$ cat config.mk
export PLATFORM = sky130hd
export DESIGN_NAME = pio_out_pulse_flat
export DESIGN_NICKNAME = d
export VERILOG_FILES = /design/src/rtl/pio_out_pulse_if.sv /design/src/rtl/pio_out_pulse.sv /design/src/flat_wrapper.sv
export SDC_FILE = /design/constraint.sdc
export NUM_CORES = 1
export LEC_CHECK = 0
export BUFFER_PORTS_ARGS = -buffer_cell sky130_fd_sc_hd__buf_4
export CAP_MARGIN = 20
export CORE_MARGIN = 3
export CORE_UTILIZATION = 46
export CTS_CLUSTER_SIZE = 12
export DETAILED_ROUTE_END_ITERATION = 8
export HOLD_SLACK_MARGIN = 0.1
export PLACE_DENSITY_LB_ADDON = 0.2
export SLEW_MARGIN = 5
export SYNTH_ARGS = -nofsm -noshare
export SYNTH_HDL_FRONTEND = slang
export SYNTH_SLANG_ARGS = --single-unit
export TNS_END_PERCENT = 50
$ cat constraint.sdc
create_clock -name clk -period 1.3 [get_ports clk]
set_input_delay 0.325 -clock clk [delete_from_list [all_inputs] [get_ports clk]]
set_output_delay 0.325 -clock clk [all_outputs]
set_load 0.05 [all_outputs]
$ cat src/rtl/pio_out_pulse_if.sv
// pio_out_pulse_if: Avalon-MM slave bus of the output PIO
interface pio_out_pulse_if #(parameter int DATA_WIDTH = 10);
  logic [2:0] address;
  logic chipselect;
  logic write_n;
  logic [DATA_WIDTH-1:0] writedata;
  logic [DATA_WIDTH-1:0] readdata;
  modport master(output address, chipselect, write_n, writedata, input readdata);
  modport slave(input address, chipselect, write_n, writedata, output readdata);
endinterface

$ cat src/rtl/pio_out_pulse.sv
// pio_out_pulse: Avalon-MM output PIO with set/clear strobes; pulse engine present when PIO_OUT_PULSE_EN is defined
module pio_out_pulse #(
  parameter int DATA_WIDTH = 10,
  parameter logic [DATA_WIDTH-1:0] RESET_VALUE = '0,
  parameter int PULSE_CYCLES = 1000
) (
  input  logic clk,
  input  logic reset,
  pio_out_pulse_if.slave bus,
  output logic [DATA_WIDTH-1:0] out_port
);
  logic wr;
  logic [DATA_WIDTH-1:0] data_reg, data_nxt, rd_nxt, pulse_mask;
  assign wr = bus.chipselect & ~bus.write_n;
  assign out_port = data_reg | pulse_mask;
  always_comb begin
    data_nxt = !wr ? data_reg :
               bus.address == 3'd0 ? bus.writedata :
               bus.address == 3'd4 ? data_reg | bus.writedata :
               bus.address == 3'd5 ? data_reg & ~bus.writedata : data_reg;
    rd_nxt = bus.address == 3'd0 ? data_reg :
             bus.address == 3'd2 ? pulse_mask : '0;
  end
  always_ff @(posedge clk) begin
    if (reset) begin
      data_reg <= RESET_VALUE;
      bus.readdata <= '0;
    end else begin
      data_reg <= data_nxt;
      bus.readdata <= rd_nxt;
    end
  end
`ifdef PIO_OUT_PULSE_EN
  localparam int CW = $clog2(PULSE_CYCLES + 1);
  typedef enum logic {IDLE, ACTIVE} state_t;
  state_t state, state_nxt;
  logic [CW-1:0] count, count_nxt;
  logic [DATA_WIDTH-1:0] mask_nxt;
  logic fire;
  assign fire = wr && bus.address == 3'd2 && |bus.writedata;
  // a fresh write wins over expiry so retriggered bits never drop for a cycle
  always_comb begin
    state_nxt = state;
    count_nxt = count;
    mask_nxt = pulse_mask;
    if (fire) begin
      state_nxt = ACTIVE;
      count_nxt = CW'(PULSE_CYCLES - 1);
      mask_nxt = pulse_mask | bus.writedata;
    end else if (state == ACTIVE) begin
      state_nxt = count == '0 ? IDLE : ACTIVE;
      count_nxt = count == '0 ? count : count - 1'b1;
      mask_nxt = count == '0 ? '0 : pulse_mask;
    end
  end
  always_ff @(posedge clk) begin
    if (reset) begin
      state <= IDLE;
      count <= '0;
      pulse_mask <= '0;
    end else begin
      state <= state_nxt;
      count <= count_nxt;
      pulse_mask <= mask_nxt;
    end
  end
`else
  assign pulse_mask = '0;
`endif
endmodule

$ cat src/flat_wrapper.sv
// flat-port wrapper written by rule: the top's interface ports become plain ports
module pio_out_pulse_flat 
#(
  parameter int DATA_WIDTH = 10,
  parameter logic [DATA_WIDTH-1:0] RESET_VALUE = '0,
  parameter int PULSE_CYCLES = 1000
)
  (clk, reset, out_port, bus_address, bus_chipselect, bus_write_n, bus_writedata, bus_readdata);
  pio_out_pulse_if #(.DATA_WIDTH(DATA_WIDTH)) bus_i ();
  input  logic clk;
  input  logic reset;
  output logic [DATA_WIDTH-1:0] out_port;
  input wire logic [$bits(bus_i.address)-1:0] bus_address;
  input wire logic [$bits(bus_i.chipselect)-1:0] bus_chipselect;
  input wire logic [$bits(bus_i.write_n)-1:0] bus_write_n;
  input wire logic [$bits(bus_i.writedata)-1:0] bus_writedata;
  output wire logic [$bits(bus_i.readdata)-1:0] bus_readdata;
  assign bus_i.address = bus_address;
  assign bus_i.chipselect = bus_chipselect;
  assign bus_i.write_n = bus_write_n;
  assign bus_i.writedata = bus_writedata;
  assign bus_readdata = bus_i.readdata;
  pio_out_pulse #(.DATA_WIDTH(DATA_WIDTH), .RESET_VALUE(RESET_VALUE), .PULSE_CYCLES(PULSE_CYCLES)) u_core (.clk(clk), .reset(reset), .bus(bus_i), .out_port(out_port));
endmodule
==> out/metrics.cfg, run 1 <==
[yosys]
synth_xor_area_share_pct = 0
synth_top_area_share_pct = 45.20
ys_types = 18
synth_compound_area_share_pct = 6.073
synth-simple-area-share_pct = 45.06
synth.area.mux_share_pct = 0
syn-num-nets = 119
ys_ff_latch = 20
ys_seq_area_share_pct = 45.20
avgSynthCellArea_um2 = 8.685
yosysTopAreaCell = dfxtp_1
yosys_warnings = 0
synth.area.top_cells = dfxtp_1, nand3_1, nor3b_1
synthAdderAreaFrac_pct = 0
synthesis.instances = 102
synth_top_family_by_area = simple AND/OR/NAND/NOR gates
syn_area_um2 = 885.9

[min_path]
hold_path.class = input pin to flip-flop
hold_start = bus_writedata[6]
hold_depth = 3

[floorplan]
io_pins = 37
die_area_mm2 = 0.002489
die_h_um = 49.89
row_count = 15
initial_core_util_pct = 50.21
die_x_um = 49.89
core_area_mm2 = 0.001764

[sta]
rsz0062_at_grt = no
finalSetupViolCount = 0
clock.fmax_mhz = 808.8
fin_crit_sh_pct = 95.11
slew_headroom_pct = 48.22
finalSetupTns_ns = 0
finalCriticalPeriod_ns = 1.236
final_hold_viol_count = 0
skew_ns = 0.0003852
worstMarginPinSlew_ns = 0.7750
slew_viol_final = 0
holdWs_ns = 0.2615

[setup_path]
critPathTopFamily = flip-flops
critPathMaxFanout = 4
cp.required_ns = 0.98
cp_slowest_cell = dfxtp_1
crit_arrival_ns = 0.91
path_class = flip-flop to output pin
crit_path_start_kind = flip-flop
path_cells = buf_4
cpPeakStageDelay_ns = 0.39
r2r_setup_slack_ns = 0.45
end_kind = output pin
cp_num_buf_inv = 1
reg2reg_depth = 3

[grt]
grt_pass1_vias = 873
grt_pass1_wl_um = 3594
grt_use_total_pct = 18.38
antenna_found_initial = 0
grt_overflow = 0
grt_max_degree = 23

[final_layout]
area_growth_pct = 37.15
seq_area_um2 = 400.4
diodes = 0
multiInputGateArea_um2 = 452.9
nFillCells = 165
fin_util_pct = 68.87
fin_area_mm2 = 0.001215
layout-drive-gt1-share_pct = 33.57
nNetsFinal = 159

[clock_network]
path_clk_slew_ns = 0.11
worstSkewPairLatency_ns = 0.30
ctsLongestPathBuffers = 2
cts_setup_buffers = 0
root_buffer = clkbuf_4
cts_tree = yes
cts_buffers = 3
htree_levels = 1
ctsResizeCount = 0
clock-sinks = 20
hold_buffers = 0

[power_and_ir_drop]
leakagePower_uw = 0.0005463
power.total_uw = 1129
ir_drop_uv = 570.2
p_per_area_mw_per_mm2 = 929.3

[placement]
portBuffers = 36
place_area_mm2 = 0.001192
post-dp-hpwl_um = 1565
routabilityCongestion = 0.7233

[drt]
drt_iter0_markers = 14
drc = 0
wl_um = 2187
first_pass_iters = 4
vias_per_cell = 5.139
drtAntennaViolNets = 0
wl_per_cell_um = 13.25
num_vias = 848

[outcome]
outcome = finished clean

[run]
cap_viol_max_count = 0

==> metrics by stage <==
stage	instances	worst slack [ns]
2_1_floorplan	102	0.1711
3_3_place_gp	162	-0.09203
3_5_place_dp	162	-0.1090
4_1_cts	165	0.06494
5_1_grt	165	0.02128
6_report	165	0.06357
==> per-layer routing <==
layer / vias to the layer above / part of all wire [%] / GRT usage [%]
met5: - / 0 / 0
met4: 0 / 0.59 / 7.373
met3: 2 / 5.7 / 2.719
met2: 31 / 51 / 33.92
met1: 387 / 43 / 20.78
li1: 428 / - / -
==> cells in the final DEF (no fill, tap or decap) <==
cell type	netlist	routed
and2_1	10	10
and2b_1	2	2
buf_4	0	41
clkbuf_4	0	3
dfxtp_1	20	20
nand2_1	10	10
nand3_1	20	20
nor2b_1	10	10
nor3_2	1	1
nor3b_1	10	10
nor4_4	1	1
o21ai_1	9	9
o21ai_2	1	1
or3_1	1	1
or3b_1	1	1
==> area by class of cell <==
type                    count  share of cell area [%]
flip-flops and latches     20                   32.96
multi-input cells          76                   37.28
repair buffers             41                   25.33
well taps                  25                   2.575
clock buffers               3                   1.854
==> worst max-delay path by stage <==
stage | start | endpoint | slack (ns) | depth (start not counted)
global placement | bus_address[1] | flip-flop | -0.09 | 4
finish | flip-flop | out_port[2] | 0.06 | 1
detailed placement | bus_address[1] | flip-flop | -0.11 | 4
global route | flip-flop | out_port[2] | 0.02 | 1
floorplan | bus_address[1] | flip-flop | 0.17 | 4
CTS | flip-flop | out_port[0] | 0.06 | 1
==> synthesized netlist by cell type <==
| library cell | number |
|---|---|
| and2_1 | 10 |
| and2b_1 | 2 |
| buf_1 | 1 |
| buf_2 | 1 |
| buf_6 | 1 |
| clkbuf_1 | 2 |
| clkbuf_2 | 1 |
| dfxtp_1 | 20 |
| nand2_1 | 10 |
| nand3_1 | 20 |
| nor2b_1 | 10 |
| nor3_2 | 1 |
| nor3b_1 | 10 |
| nor4_4 | 1 |
| o21ai_1 | 9 |
| o21ai_2 | 1 |
| or3_1 | 1 |
| or3b_1 | 1 |
==> worst reg2reg max path, stage by stage, from the launching register on <==
cell,delay (ns)
dfxtp_1,0.39
nor3b_1,0.25
nand2_1,0.08
nand3_1,0.09
==> power by group <==
part	internal [µW]	switching [µW]
clock network	108	186
logic	78.6	118
registers	627	10.7
total	814	315
==> kinds of logic (layout without fill, tap and decap cells) <==
kind of cell,count (synthesis),in the layout
AOI/OAI and AO/OA,10,10
buffers and inverters,6,44
DFF,20,20
and+or+nand+nor,66,66
No activity file was read; power rests on OpenSTA's default activity.
==> inputs of run 2 (changes only) <==
CORE_UTILIZATION = 35   (was 46)
==> out/metrics.cfg, run 2 (synthesis results as in run 1) <==
[outcome]
outcome = finished clean

[grt]
grt_pass1_vias = 805
grt_use_total_pct = 13.36
grt_pass1_wl_um = 3422
grt_overflow = 0
antenna_found_initial = 0
grt_max_degree = 23

[drt]
wl_per_cell_um = 12.90
drc = 0
drt_iter0_markers = 7
vias_per_cell = 5.066
num_vias = 846
first_pass_iters = 4
wl_um = 2155
drtAntennaViolNets = 0

[floorplan]
core_area_mm2 = 0.002297
row_count = 17
die_area_mm2 = 0.003171
io_pins = 37
initial_core_util_pct = 38.56
die_h_um = 56.31
die_x_um = 56.31

[clock_network]
path_clk_slew_ns = 0.10
worstSkewPairLatency_ns = 0.29
hold_buffers = 0
ctsLongestPathBuffers = 2
cts_buffers = 3
cts_tree = yes
clock-sinks = 20
cts_setup_buffers = 0
htree_levels = 1
root_buffer = clkbuf_4
ctsResizeCount = 0

[final_layout]
final_common_cell = buf_4
fin_util_pct = 52.72
nNetsFinal = 158
area_growth_pct = 36.72
layout-drive-gt1-share_pct = 33.09
final_cell_mix = buf_4, nand3_1, dfxtp_1
diodes = 0

[sta]
final_hold_viol_count = 0
worstMarginPinSlew_ns = 0.8138
slew_headroom_pct = 45.64
rsz0062_at_grt = no
finalCriticalPeriod_ns = 1.207
slew_viol_final = 0
finalSetupTns_ns = 0
clock.fmax_mhz = 828.5
skew_ns = 0.0003537
fin_crit_sh_pct = 92.85
finalSetupViolCount = 0

[min_path]
hold_start = bus_writedata[7]
hold_path.class = input pin to flip-flop
hold_depth = 3

[power_and_ir_drop]
ir_drop_uv = 506.0
power.total_uw = 1118
leakagePower_uw = 0.0005409
p_per_area_mw_per_mm2 = 922.8

[setup_path]
cp.required_ns = 0.98
cpPeakStageDelay_ns = 0.38
path_class = flip-flop to output pin
cp_slowest_cell = dfxtp_1
crit_arrival_ns = 0.88
crit_path_start_kind = flip-flop
end_kind = output pin
cp_num_buf_inv = 1
critPathMaxFanout = 4
critPathTopFamily = flip-flops
reg2reg_depth = 3
r2r_setup_slack_ns = 0.51
path_cells = buf_4

[placement]
routabilityCongestion = 0.6934
portBuffers = 36
post-dp-hpwl_um = 1561

[run]
cap_viol_max_count = 0

==> run 2: cell count changes in the layout (fill, tap and decap cells not counted), sizes merged <==
cell and change:
buf -1
==> run 2: report_power, final <==
group / internal, µW / total, µW / leakage (µW) / switching [µW]
logic: 77.6 / 195 / 0.000365 / 117
registers: 627 / 638 / 0.000162 / 10.7
clock network: 108 / 285 / 0.0000138 / 178
==> run 2: how the worst max path moves through the flow <==
stage                     slack, ns  depth (start not counted)           to            from
after global routing           0.05                          1  out_port[6]       flip-flop
after floorplan                0.17                          4    flip-flop  bus_address[1]
after CTS                      0.08                          1  out_port[1]       flip-flop
final                          0.09                          1  out_port[1]       flip-flop
after global placement        -0.08                          4    flip-flop  bus_address[1]
after detailed placement      -0.10                          4    flip-flop     bus_write_n
==> run 2: layout make-up <==
cell class / instances / area (µm²)
clock buffers: 3 / 22.52
well taps: 28 / 35.03
multi-input cells: 76 / 452.9
flip-flops and latches: 20 / 400.4
repair buffers: 40 / 300.3
fillers: 239 / 1086
==> run 2: through the flow <==
stage	worst slack, ns	area, µm²	std cells	hold slack (ns)
after floorplan	0.1711	885.9	102	0.4707
after global placement	-0.08473	1189	164	0.4804
after detailed placement	-0.1016	1189	164	0.4890
after CTS	0.08399	1211	167	0.2667
after global routing	0.04948	1211	167	0.2825
final	0.09295	1211	167	0.2642
==> run 2: worst register-to-register path, cell delays in order (launching register included) <==
cell     delay (ns)
dfxtp_1        0.37
nor3b_1        0.20
nand2_1        0.08
nand3_1        0.09
==> run 2: layer usage <==
metal	up-vias	routed length, µm	track usage [%]
li1	420	-	-
met1	397	896	13.93
met2	25	1120	26.04
met3	4	109	2.299
met4	0	29	5.085
met5	-	0	0
==> inputs of run 3 (changes only) <==
==> constraint.sdc (replaced) <==
create_clock -name clk -period 1.3 [get_ports clk]
set_input_delay 0 -clock clk [delete_from_list [all_inputs] [get_ports clk]]
set_output_delay 0 -clock clk [all_outputs]
set_load 0.05 [all_outputs]
==> out/metrics.cfg, run 3 (synthesis results as in run 1) <==
[outcome]
outcome = finished clean

[sta]
finalSetupViolCount = 0
skew_ns = 0.0009216
slew_viol_final = 0
fin_crit_sh_pct = 94.43
rsz0062_at_grt = no
final_hold_viol_count = 0
finalCriticalPeriod_ns = 1.228
finalSetupTns_ns = 0
holdWs_ns = 0.1688
slew_headroom_pct = 50.85
clock.fmax_mhz = 814.6
worstMarginPinSlew_ns = 0.7357

[final_layout]
nNetsFinal = 168
area_growth_pct = 49.15
fin_area_mm2 = 0.001321
final_cell_mix = buf_4, nand3_1, dfxtp_1
layout-drive-gt1-share_pct = 29.53
diodes = 0
nFillCells = 229
final_common_cell = buf_4

[floorplan]
row_count = 17
initial_core_util_pct = 38.56
io_pins = 37
core_area_mm2 = 0.002297
die_x_um = 56.31
die_h_um = 56.31
die_area_mm2 = 0.003171

[grt]
grt_pass1_wl_um = 3512
grt_use_total_pct = 13.75
antenna_found_initial = 0
grt_overflow = 0
grt_max_degree = 23
grt_pass1_vias = 807

[placement]
post-dp-hpwl_um = 1522
place_area_mm2 = 0.001166
routabilityCongestion = 0.6974
portBuffers = 36

[clock_network]
ctsLongestPathBuffers = 2
htree_levels = 1
cts_buffers = 3
cts_setup_buffers = 0
worstSkewPairLatency_ns = 0.29
root_buffer = clkbuf_4
cts_tree = yes
path_clk_slew_ns = 0.11
clock-sinks = 20

[power_and_ir_drop]
ir_drop_uv = 568.1
p_per_area_mw_per_mm2 = 865.7
leakagePower_uw = 0.0005813

[drt]
wl_um = 2205
wl_per_cell_um = 12.46
first_pass_iters = 4
drtAntennaViolNets = 0
vias_per_cell = 4.955
num_vias = 877
drc = 0
drt_iter0_markers = 11

[setup_path]
critPathTopFamily = simple AND/OR/NAND/NOR gates
crit_path_start_kind = input pin
cp_num_buf_inv = 2
cp-endpoint = u_core.bus.readdata[7]$_SDFF_PP0_
cp_slowest_cell = dlygate4sd3_1
path_cells = buf_4 -> dlygate4sd3_1 -> nor4_4 -> and2_1
crit_cells = 4
cp.required_ns = 1.54
crit_start = bus_address[0]
end_kind = flip-flop
path_class = input pin to flip-flop
critPathMaxFanout = 10
cpPeakStageDelay_ns = 0.58
reg2reg_depth = 3
crit_arrival_ns = 1.46
r2r_setup_slack_ns = 0.47

[min_path]
hold_path.class = input pin to flip-flop

[run]
cap_viol_max_count = 0

==> run 3: changes by cell type in the layout (fill, tap and decap cells not counted) <==
cell / delta
nor2b_1: -1
dlygate4sd3_1: +13
nor2b_2: +1
buf_4: -3
==> run 3: cell type report <==
type	count	area [µm²]	area share (%)
Clock buffer	3	22.52	1.705
Multi-Input combinational cell	76	455.4	34.47
Sequential cell	20	400.4	30.30
Tap cell	28	35.03	2.652
Timing Repair Buffer	50	407.9	30.87
==> run 3: per-layer routing <==
layer / vias up / track usage, % / wire length, µm
met1: 410 / 15.76 / 911
li1: 442 / - / -
met4: 0 / 5.085 / 20
met3: 2 / 1.839 / 120
met2: 23 / 25.54 / 1153
met5: - / 0 / 0
==> run 3: through the flow <==
stage | setup WS (ns) | instances | utilization (%) | total power [µW]
4_1_cts | 0.005755 | 177 | 57.41 | 1149
2_1_floorplan | 0.2545 | 102 | - | 757.3
6_report | 0.07246 | 177 | 57.52 | 1144
3_3_place_gp | 0.2337 | 161 | 50.76 | 837.3
3_5_place_dp | 0.1991 | 161 | 50.76 | 841.4
5_1_grt | 0.01535 | 177 | 57.52 | 1194
==> run 3: tightest hold or removal path: stages <==
cell	delay, ns
buf_4	0.19
nor2b_1	0.12
o21ai_1	0.07
nand3_1	0.06
==> run 3: worst min-delay path by stage <==
| stage | startpoint | end | slack [ns] | cells after the start |
|---|---|---|---|---|
| after floorplan | bus_writedata[5] | flip-flop | 0.15 | 2 |
| after global placement | bus_writedata[7] | flip-flop | 0.24 | 3 |
| after detailed placement | bus_writedata[7] | flip-flop | 0.25 | 3 |
| after CTS | reset | flip-flop | 0.17 | 4 |
| after global routing | reset | flip-flop | 0.19 | 4 |
| final | reset | flip-flop | 0.17 | 4 |
==> run 3: timing repair <==
item / in CTS / in global routing
endpoints found under the setup margin: 0 / 10
resized for setup: 0 / 1
endpoints found under the hold margin: 20 / 0
hold buffers: 13 / 0
==> run 3: power breakdown <==
| group | internal, µW | total (µW) | switching, µW |
|---|---|---|---|
| registers | 627 | 638 | 11.1 |
| logic | 98.9 | 220 | 121 |
| clock network | 108 | 285 | 178 |
